File: src/rtl/acc_datapath_p_if.sv
// Memory bus between the accumulator datapath (master) and a single-port memory (slave).
interface acc_datapath_p_if #(
  parameter int DATA_W = 16,
  parameter int ADDR_W = 8
);
  logic [ADDR_W-1:0] MemAddr;
  logic [DATA_W-1:0] MemD;
  logic [DATA_W-1:0] MemQ;

  modport master (output MemAddr, output MemD, input MemQ);
  modport slave  (input MemAddr, input MemD, output MemQ);
endinterface

File: src/rtl/acc_datapath_p.sv
// Accumulator-machine datapath: PC/MAR/IR/MDR, NACC accumulators, 8-op ALU, Z/N/C flags.
// Optional relative branching is enabled with `define DP_RELBRANCH_EN.
module acc_datapath_p #(
  parameter int DATA_W = 16,
  parameter int ADDR_W = 8,
  parameter int OP_W   = 8,
  parameter int NACC   = 4,
  localparam int ACCSEL_W = $clog2(NACC)
) (
  input  logic                clk,
  input  logic                rst,
  input  logic                hold,
  input  logic                muxPC,
  input  logic                pc_rel,
  input  logic                muxMAR,
  input  logic                muxACC,
  input  logic                loadPC,
  input  logic                loadMAR,
  input  logic                loadIR,
  input  logic                loadMDR,
  input  logic                loadACC,
  input  logic [ACCSEL_W-1:0] acc_sel,
  input  logic [2:0]          opALU,
  output logic [OP_W-1:0]     opcode,
  output logic                zflag,
  output logic                nflag,
  output logic                cflag,
  acc_datapath_p_if.master    mem
);

  logic [ADDR_W-1:0] r_pc;
  logic [ADDR_W-1:0] r_mar;
  logic [DATA_W-1:0] r_ir;
  logic [DATA_W-1:0] r_mdr;
  logic [DATA_W-1:0] r_acc [NACC];
  logic              r_z;
  logic              r_n;
  logic              r_c;

  logic              w_sel_ok;
  logic [DATA_W-1:0] w_a;
  logic [DATA_W:0]   w_sum;
  logic [DATA_W:0]   w_diff;
  logic [DATA_W-1:0] w_alu;
  logic              w_alu_c;
  logic [DATA_W-1:0] w_wr;
  logic              w_wr_c;
  logic [ADDR_W-1:0] w_ir_addr;
  logic [ADDR_W-1:0] w_pc_next;

  assign w_ir_addr = r_ir[ADDR_W-1:0];
  assign w_sel_ok  = int'(acc_sel) < NACC;

  always_comb begin
    w_a = '0;
    if (w_sel_ok) w_a = r_acc[acc_sel];
  end

  assign w_sum  = {1'b0, w_a} + {1'b0, r_mdr};
  assign w_diff = {1'b0, w_a} - {1'b0, r_mdr};

  always_comb begin
    w_alu   = '0;
    w_alu_c = 1'b0;
    case (opALU)
      3'b000: begin w_alu = w_sum[DATA_W-1:0];  w_alu_c = w_sum[DATA_W];  end
      3'b001: begin w_alu = w_diff[DATA_W-1:0]; w_alu_c = w_diff[DATA_W]; end
      3'b010: w_alu = w_a & r_mdr;
      3'b011: w_alu = w_a | r_mdr;
      3'b100: w_alu = w_a ^ r_mdr;
      3'b101: w_alu = ~w_a;
      3'b110: w_alu = r_mdr;
      3'b111: begin w_alu = {w_a[DATA_W-2:0], 1'b0}; w_alu_c = w_a[DATA_W-1]; end
      default: ;
    endcase
  end

  assign w_wr   = muxACC ? r_mdr : w_alu;
  assign w_wr_c = muxACC ? 1'b0  : w_alu_c;

`ifdef DP_RELBRANCH_EN
  // Offset is already ADDR_W wide, so the sign-extended add mod 2^ADDR_W is a plain add.
  always_comb begin
    w_pc_next = r_pc + 1'b1;
    if (muxPC) w_pc_next = pc_rel ? (r_pc + w_ir_addr) : w_ir_addr;
  end
`else
  logic w_unused_pc_rel;
  assign w_unused_pc_rel = pc_rel;

  always_comb begin
    w_pc_next = r_pc + 1'b1;
    if (muxPC) w_pc_next = w_ir_addr;
  end
`endif

  always_ff @(posedge clk) begin
    if (rst) begin
      r_pc  <= '0;
      r_mar <= '0;
      r_ir  <= '0;
      r_mdr <= '0;
      r_z   <= 1'b0;
      r_n   <= 1'b0;
      r_c   <= 1'b0;
      for (int unsigned i = 0; i < NACC; i++) r_acc[i] <= '0;
    end else if (!hold) begin
      if (loadPC)  r_pc  <= w_pc_next;
      if (loadMAR) r_mar <= muxMAR ? w_ir_addr : r_pc;
      if (loadIR)  r_ir  <= r_mdr;
      if (loadMDR) r_mdr <= mem.MemQ;
      if (loadACC) begin
        // Out-of-range selects drop the data write but still update the flags.
        if (w_sel_ok) r_acc[acc_sel] <= w_wr;
        r_z <= (w_wr == '0);
        r_n <= w_wr[DATA_W-1];
        r_c <= w_wr_c;
      end
    end
  end

  assign opcode      = r_ir[DATA_W-1 -: OP_W];
  assign zflag       = r_z;
  assign nflag       = r_n;
  assign cflag       = r_c;
  assign mem.MemAddr = r_mar;
  assign mem.MemD    = w_a;

endmodule
File: src/flat_wrapper.sv
// flat-port wrapper written by rule: the top's interface ports become plain ports
module acc_datapath_p_flat 
#(
  parameter int DATA_W = 16,
  parameter int ADDR_W = 8,
  parameter int OP_W   = 8,
  parameter int NACC   = 4,
  localparam int ACCSEL_W = $clog2(NACC)
)
  (clk, rst, hold, muxPC, pc_rel, muxMAR, muxACC, loadPC, loadMAR, loadIR, loadMDR, loadACC, acc_sel, opALU, opcode, zflag, nflag, cflag, mem_MemAddr, mem_MemD, mem_MemQ);
  acc_datapath_p_if #(.DATA_W(DATA_W), .ADDR_W(ADDR_W)) mem_i ();
  input  logic clk;
  input  logic rst;
  input  logic hold;
  input  logic muxPC;
  input  logic pc_rel;
  input  logic muxMAR;
  input  logic muxACC;
  input  logic loadPC;
  input  logic loadMAR;
  input  logic loadIR;
  input  logic loadMDR;
  input  logic loadACC;
  input  logic [ACCSEL_W-1:0] acc_sel;
  input  logic [2:0] opALU;
  output logic [OP_W-1:0] opcode;
  output logic zflag;
  output logic nflag;
  output logic cflag;
  output wire logic [$bits(mem_i.MemAddr)-1:0] mem_MemAddr;
  output wire logic [$bits(mem_i.MemD)-1:0] mem_MemD;
  input wire logic [$bits(mem_i.MemQ)-1:0] mem_MemQ;
  assign mem_MemAddr = mem_i.MemAddr;
  assign mem_MemD = mem_i.MemD;
  assign mem_i.MemQ = mem_MemQ;
  acc_datapath_p #(.DATA_W(DATA_W), .ADDR_W(ADDR_W), .OP_W(OP_W), .NACC(NACC)) u_core (.clk(clk), .rst(rst), .hold(hold), .muxPC(muxPC), .pc_rel(pc_rel), .muxMAR(muxMAR), .muxACC(muxACC), .loadPC(loadPC), .loadMAR(loadMAR), .loadIR(loadIR), .loadMDR(loadMDR), .loadACC(loadACC), .acc_sel(acc_sel), .opALU(opALU), .opcode(opcode), .zflag(zflag), .nflag(nflag), .cflag(cflag), .mem(mem_i));
endmodule
File: config.mk
export PLATFORM = sky130hd
export DESIGN_NAME = acc_datapath_p_flat
export DESIGN_NICKNAME = d
export VERILOG_FILES = /design/src/rtl/acc_datapath_p_if.sv /design/src/rtl/acc_datapath_p.sv /design/src/flat_wrapper.sv
export SDC_FILE = /design/constraint.sdc
export NUM_CORES = 1
export LEC_CHECK = 0
export ABC_AREA = 1
export CAP_MARGIN = 20
export CORE_ASPECT_RATIO = 0.75
export CORE_UTILIZATION = 64
export DETAILED_ROUTE_END_ITERATION = 8
export PLACE_DENSITY = 0.85
export REMOVE_ABC_BUFFERS = 1
export SYNTH_ARGS = -nofsm -noshare
export SYNTH_HDL_FRONTEND = slang
export SYNTH_SLANG_ARGS = --single-unit
File: constraint.sdc
create_clock -name clk -period 6.5 [get_ports clk]
set_input_delay 0.975 -clock clk [delete_from_list [all_inputs] [get_ports clk]]
set_output_delay 0.975 -clock clk [all_outputs]
set_load 0.05 [all_outputs]
# == Word level (Yosys, flattened, before mapping) ==
# Memory sizes are Yosys's and may differ from the RTL's.
# Index checks and enable logic that the tools add are counted.
# classes
add_sub_neg,3
eq_ne,7
muxes,15
reduce_logical,8
bitwise,5
# op_table
operator,n
16-bit case mux with 8 select lines,1
16-bit 2-to-1 mux,2
16-bit by 16-bit adder with 17-bit output,1
16-bit by 16-bit subtractor with 17-bit output,1
16-bit bitwise AND,1
16-bit zero test,1
8-bit 2-to-1 mux,2
16-bit NOT,1
16-bit bitwise OR,1
16-bit OR reduction,1
16-bit bitwise XOR,1
"3-bit == test, second input constant",4
2-bit AND reduction,5
"8-bit by 1-bit adder with 8-bit output, second input constant",1
1-bit 2-to-1 mux,8
"3-bit by 2-bit == test with 1-bit output, second input constant",2
"3-bit by 1-bit == test with 1-bit output, second input constant",1
3-bit zero test,1
1-bit case mux with 3 select lines,1
2-bit 2-to-1 mux,1
1-bit NOT,1
# word_totals
in_bits,33
n_memories,1
output_inout_bits,35
wordCells,46
ram_bits,64
register_bits,51
# mem_list
name,words,width,read_ports,rd_clocked_by_memory_dff,write_ports,line,text
u_core.r_acc,4,16,1,0,4,acc_datapath_p.sv:35,logic [DATA_W-1:0] r_acc [NACC];

# == Depth between registers and ports, before layout ==
# Gate-level depths: netlist of run 1.
# depth
ltp_word,6
ltp_mapped,25

# == Least setup slack after synthesis of run 1 ==
# OpenSTA, ideal clock, no wires.
# synth_path
path_kind,input to register
start,in acc_sel[1]
end,reg u_core.r_z (netlist: u_core.zflag)
setup_ns,0.059
path_stages,24
t_arrival_ns,3.804
t_required_ns,6.441
setup_slack_ns,2.637
path_buffers,2
path_cell_list,buf_2 inv_2 buf_2 nand3_1 nand2_1 inv_1 ha_1 inv_1 fa_1 inv_1 nand3_1 nand2_1 nand2_1 nand2_1 nand2_1 nand3_1 nand2_1 o21ai_2 nand2_1 nor2_1 nand3_1 nor2_1 nand2_1 nand2_1
# synth_via
elab_chain_cells,5
elab_cells_between_ends,10
classes_between,2 x add/sub; 2 x mux; 4 x bitwise; 1 x reduce/logical; 1 x memory
# synth_rtl
item,line,text
"start, declared",flat_wrapper.sv:24,input logic [ACCSEL_W-1:0] acc_sel;
memory read 4 x 16 bit *,-,
named net mem_MemD[0],flat_wrapper.sv:31,output wire logic [$bits(mem_i.MemD)-1:0] mem_MemD;
"16-bit by 16-bit subtractor with 17-bit output, or another cell as far along",acc_datapath_p.sv:60,"assign w_diff = {1'b0, w_a} - {1'b0, r_mdr};"
16-bit case mux with 8 select lines *,acc_datapath_p.sv:65,case (opALU)
16-bit 2-to-1 mux *,acc_datapath_p.sv:78,assign w_wr = muxACC ? r_mdr : w_alu;
16-bit zero test *,acc_datapath_p.sv:115,r_z <= (w_wr == '0);
"end signal, assigned",acc_datapath_p.sv:115,
"end, declared",acc_datapath_p.sv:36,logic r_z;
# The timed path passes the listed nets; every way through them passes the cells marked *.
# A chain may end at the register's enable or synchronous reset.

# == Worst setup path in the final report of run 1 ==
# layout_path
start,in acc_sel[1]
end,out mem_MemD[9]
# layout_via
elab_chain_cells,1
# layout_rtl
item,line
memory read 4 x 16 bit,-
"end, declared",flat_wrapper.sv:31
# Every way passes these cells.

==> impl_metrics.yaml, run 1 <==
outcome:
  status: "completed"
detailed_routing:
  ant_nets: 0
  route.detailed.drc: 0
  first_pass_iters: 6
  wl_per_cell_um: 17.4
  viasPerCell: 5.92
  met1Wirelength_um: 10400
  drt_iter0_drc: 935
  highest_layer: "met4"
  met2WireLength_um: 10600
  routed-wl-met3_um: 2430
  wirelength_um: 24000
  vias: 8155
floorplan:
  core_mm2: 0.0123
  pin_count: 68
  core.rowCount: 35
  start_util: 0.657
  die_w_um: 132
  die_area_mm2: 0.0130
  fp.dieH_um: 99.2
cells_and_area:
  final_cells: 1378
  antenna_cells: 0
  final_area_mm2: 0.00928
  drive_above_1_share: 0.0437
  layout.nets: 1293
  syn_to_final_growth_pct: 15.2
timing:
  worst_slack_ns: 2.10
  timing.final.crit_period_ns: 4.40
  holdWs_ns: 0.457
  timing.fmax_mhz: 227
  tightest_slew_ns: 1.01
  finalSetupTns_ns: 0
  setup_violations: 0
  drv_slew: 0
  slew_headroom: 0.321
  final-hold-violation-count: 0
  fin_crit_sh: 0.677
  rsz0062_at_grt: "false"
  finClkSkew_ns: 0.0123
clock_network:
  root_buffer: "clkbuf_16"
  cts_resized: 0
  clk_latency_ns: 0.43
  clock_path_buffers: 2
  postCtsSetupRepairBufs: 0
  cts_buffers: 17
  cts_tree: "yes"
  ctsHoldBuffers: 0
  numClockSinks: 115
  clkSlewWorstSetupHoldPaths_ns: 0.06
  cts-htree-levels: 4
pwr:
  p_leak_nw: 4.19
  powerDensity_mw_per_mm2: 250
  peakVddDrop_mv: 0.186
hold_path:
  hold_path.class: "reg2reg"
yosys:
  synthDominantCellAreaShare: 0.238
  ys_warn_count: 0
  synth.avg_cell_area_um2: 6.95
  synthArstFlopShare: 0
  synth_top_flop_cell: "edfxtp_1"
  ys_seq_area_frac: 0.365
  synth_top_area_cell: "edfxtp_1"
  synth_edf_count: 64
  ys_types: 39
  synth.area.top_cells: "edfxtp_1 24%, nand2_1 15%, dfxtp_1 13%"
  syn_inst: 1160
  yosys_register_bits: 115
  syn-cell-area_mm2: 0.00806
setup_path:
  startpoint_type: "primary input"
  ff2ff_setup_slack_ns: 3.34
  required_ns: 5.52
  crit_fanout: 19
  crit_arrival_ns: 3.42
  crit_path_end_kind: "primary output"
  critPathKind: "in2out"
global_route:
  grt_pass1_wl_um: 37900
  grt_pass1_vias: 7370
  grt_max_degree: 36
  grt-ovfl-total: 0
  track_usage: 0.373
  antenna_found_initial: 0
place:
  placedCellCount: 1346
  gp_congestion: 1.02
  pre_cts_slack_ns: 1.87
  portBuffers: 66
  place_hpwl_um: 17100
  postPlaceCellArea_mm2: 0.00872
job:
  maxCapViolations: 0
-- cell type report --
class,count,area (um2)
sequential,115,2940
timing repair buffer,75,728
inverter,126,473
tap,166,208
fill,978,2980
multi-input combinational,864,4360
clock buffer,17,425
clock inverter,15,141
-- power breakdown --
| part | switching, mW | leakage [nW] | total [mW] | internal [mW] |
|---|---|---|---|---|
| Combinational | 0.396 | 2.85 | 0.570 | 0.174 |
| Sequential | 0.0196 | 1.08 | 0.826 | 0.806 |
| Clock | 0.366 | 0.264 | 0.924 | 0.558 |
-- cells by family after synthesis --
kind of cell             Yosys count  share of synthesized area
AND/OR/NAND/NOR                  610                      0.312
AO/OA/AOI/OAI                    189                      0.129
buffers and inverters            181                     0.0933
flip-flops                       115                      0.365
adder cells (fa/ha/maj)           61                     0.0966
XOR/XNOR                           4                    0.00435
-- metal layers --
layer  vias to the layer above  global-route usage
met2                       489               0.583
met3                        69              0.0581
li1                       3876                   -
met1                      3721               0.525
met4                         0               0.137
met5                         -                   0
-- worst max-delay path: stages --
cell and delay [ns]:
clkdlybuf4s50_1 0.45, buf_4 0.26, inv_2 0.23, nand3_1 0.15, nand2_1 0.21, inv_1 0.27, clkdlybuf4s50_1 0.85
-- registers in the layout (all words and copies together) (netlist names) --
| name | flops |
|---|---|
| u_core.r_acc | 64 |
| u_core.r_ir | 16 |
| u_core.r_mdr | 16 |
| u_core.mem.MemAddr | 8 |
| u_core.r_pc | 8 |
| u_core.cflag | 1 |
| u_core.nflag | 1 |
| u_core.zflag | 1 |
-- cell usage in the layout, fill, tap and decap left out, drive strengths merged, types with 3 or more instances in the layout --
| cell type | synthesis | final |
|---|---|---|
| o211ai | 5 | 5 |
| dfxtp | 51 | 51 |
| buf | 30 | 9 |
| clkbuf | 25 | 17 |
| a211oi | 4 | 4 |
| clkinv | 2 | 9 |
| clkinvlp | 0 | 5 |
| o21bai | 5 | 5 |
| xor2 | 3 | 3 |
| ha | 59 | 59 |
| inv | 124 | 125 |
| a31oi | 10 | 10 |
| o21ai | 73 | 73 |
| nand4 | 15 | 15 |
| o22ai | 6 | 6 |
| clkdlybuf4s50 | 0 | 66 |
| a21oi | 79 | 79 |
| nand2 | 323 | 323 |
| and2 | 3 | 3 |
| nor3 | 12 | 12 |
| nor2 | 143 | 143 |
| o221ai | 3 | 3 |
| edfxtp | 64 | 64 |
| nand3 | 109 | 109 |
-- worst paths after layout --
check	start	endpoint	cells past startpoint
setup / recovery	acc_sel[1]	mem_MemD[9]	7
hold reg to reg	u_core.nflag	u_core.nflag	2
setup reg to reg	u_core.r_acc[3][0]	u_core.zflag	20
hold / removal	u_core.nflag	u_core.nflag	2
-- metrics by stage --
stage | total power, mW | utilization
detailed placement | 1.39 | 0.711
finish | 2.32 | 0.757
global route | 2.40 | 0.757
global placement | 1.38 | 0.711
CTS | 2.30 | 0.757
floorplan | 1.21 | -
-- synth_stat cells (all sizes together), types with 5 or more instances --
| master | count |
|---|---|
| o211ai | 5 |
| o21ai | 73 |
| edfxtp | 64 |
| a31oi | 10 |
| nand4 | 15 |
| a21oi | 79 |
| ha | 59 |
| buf | 30 |
| inv | 124 |
| clkbuf | 25 |
| nand3 | 109 |
| o21bai | 5 |
| o22ai | 6 |
| dfxtp | 51 |
| nand2 | 323 |
| nor2 | 143 |
| nor3 | 12 |
(Power assumes the default switching activity.)
==> inputs of run 2 (changes only) <==
CORE_UTILIZATION = 54   (was 64)
PLACE_DENSITY = 0.76   (was 0.85)
clock period = 3.77 ns   (was 6.5 ns; I/O delays follow)
==> impl_metrics.yaml, run 2 (same netlist as run 1, synthesis figures left out) <==
global_route:
  grt-ovfl-total: 0
  track_usage: 0.338
  antenna_found_initial: 0
  grt_max_degree: 43
  grt_pass1_wl_um: 39000
  grt_pass1_vias: 7426
clock_network:
  cts_tree: "yes"
  ctsHoldBuffers: 0
  root_buffer: "clkbuf_16"
  numClockSinks: 115
  cts_buffers: 17
  cts-htree-levels: 4
  clock_path_buffers: 2
  clk_latency_ns: 0.43
  clkSlewWorstSetupHoldPaths_ns: 0.06
timing:
  fin_crit_sh: 0.945
  rsz0062_at_grt: "false"
  timing.final.crit_period_ns: 3.56
  worst_slack_ns: 0.208
  timing.fmax_mhz: 281
  finalSetupTns_ns: 0
  tightest_slew_ns: 1.06
  setup_violations: 0
  drv_slew: 0
  slew_headroom: 0.292
  finClkSkew_ns: 0.00861
  final-hold-violation-count: 0
cells_and_area:
  reg_top3: "u_core.r_acc x64, u_core.r_ir x16, u_core.r_mdr x16"
  seq_area_mm2: 0.00294
  layout_commonest_cell: "nand2_1"
  top_register: "u_core.r_acc"
  postLayoutCoreUtil: 0.700
  syn_to_final_growth_pct: 25.9
  largest_reg_flops: 64
  final_cells: 1494
  layout.nets: 1375
  nFillCells: 1247
  drive_above_1_share: 0.119
  multi_input_area_mm2: 0.00437
  layout_common_cells: "322 x nand2_1, 142 x nor2_1, 117 x inv_1"
  antenna_cells: 0
place:
  pre_cts_slack_ns: -0.103
  place_hpwl_um: 18200
  placedCellCount: 1461
  portBuffers: 66
  gp_congestion: 1.04
floorplan:
  core_mm2: 0.0145
  die_w_um: 143
  fp.dieH_um: 108
  core.rowCount: 38
  pin_count: 68
  start_util: 0.556
  die_area_mm2: 0.0154
setup_path:
  ff2ff_setup_slack_ns: 0.80
  required_ns: 3.94
  crit_fanout: 8
  r2r_start: "u_core.r_acc[3][0]"
  crit_path_end_kind: "flip-flop"
  crit_end: "u_core.r_acc[2][15]"
  r2r-end: "u_core.r_acc[2][12]"
  crit_arrival_ns: 3.73
  worstSetupStartpoint: "acc_sel[0]"
  critPathKind: "in2reg"
  worstRegToRegCells: 20
  startpoint_type: "primary input"
outcome:
  status: "completed"
detailed_routing:
  route.detailed.drc: 0
  first_pass_iters: 6
  wl_per_cell_um: 16.8
  drt_iter0_drc: 1012
  viasPerCell: 5.61
  vias: 8377
  ant_nets: 0
  wirelength_um: 25100
pwr:
  p_leak_nw: 4.69
  peakVddDrop_mv: 0.304
  powerDensity_mw_per_mm2: 420
hold_path:
  hold_path.class: "reg2reg"
job:
  maxCapViolations: 0
run 2: cell types whose count changed in the layout (fill, tap and decap cells not counted), moves of 2 or more:
cell and change:
inv_6 +2, clkinv_2 -3, clkinv_4 +2, buf_4 +82, clkdlybuf4s50_1 -16, buf_12 +16
run 2: area by class of cell:
cell class	instances	area share
Tap cell	200	0.0247
Multi-Input combinational cell	864	0.431
Timing Repair Buffer	157	0.148
Sequential cell	115	0.290
Clock inverter	15	0.0178
Inverter	126	0.0466
Clock buffer	17	0.0419
run 2: how the worst min path moves through the flow:
stage | from | end | slack [ns] | cells after the start
2_1_floorplan | u_core.r_ir[1] | u_core.r_pc[1] | 0.44 | 2
3_3_place_gp | u_core.cflag | u_core.cflag | 0.44 | 2
3_5_place_dp | u_core.cflag | u_core.cflag | 0.44 | 2
4_1_cts | u_core.cflag | u_core.cflag | 0.46 | 2
5_1_grt | u_core.zflag | u_core.zflag | 0.49 | 2
6_report | u_core.cflag | u_core.cflag | 0.45 | 2
run 2: worst max-delay path, cell delays in order:
cell,delay [ns]
clkdlybuf4s50_1,0.45
buf_4,0.17
inv_2,0.09
buf_4,0.17
buf_4,0.16
nand2_1,0.06
nand3_1,0.05
and2_1,0.16
inv_1,0.12
ha_1,0.26
inv_1,0.11
nand2_1,0.12
nor3_1,0.14
nand2_1,0.11
nand2_1,0.20
nand2_1,0.15
nand2_1,0.10
nand2_1,0.05
nand3_1,0.07
nand2_1,0.07
o21ai_2,0.14
buf_4,0.17
nor2_1,0.04
run 2: what timing repair did:
action                     in CTS  in global routing
buffers inserted                0                  1
setup endpoints to repair       0                  1
gates resized for setup         0                  3
run 2: per-stage QoR:
step / instance area (um2) / hold slack, ns / power [mW]
3_3_place_gp: 9530 / 0.438 / 2.55
2_1_floorplan: 7780 / 0.442 / 2.09
5_1_grt: 10100 / 0.487 / 4.42
4_1_cts: 10100 / 0.455 / 4.24
6_report: 10100 / 0.453 / 4.26
3_5_place_dp: 9530 / 0.443 / 2.57
run 2: power breakdown:
group | total, mW | switching (mW) | internal (mW) | leakage (nW)
sequential | 1.42 | 0.0325 | 1.39 | 1.08
combinational | 1.16 | 0.724 | 0.435 | 3.33
clock | 1.68 | 0.640 | 1.04 | 0.282
total | 4.26 | 1.40 | 2.87 | 4.69
run 2: metal layers:
metal  share of wire  vias to the layer above  routed length (um)  track usage
met5               0                        -                   0            0
met4           0.039                        0                 986        0.169
met3            0.11                       61                2780       0.0725
met2            0.42                      478               10500        0.493
met1            0.43                     3800               10800        0.470
li1                -                     4038                   -            -
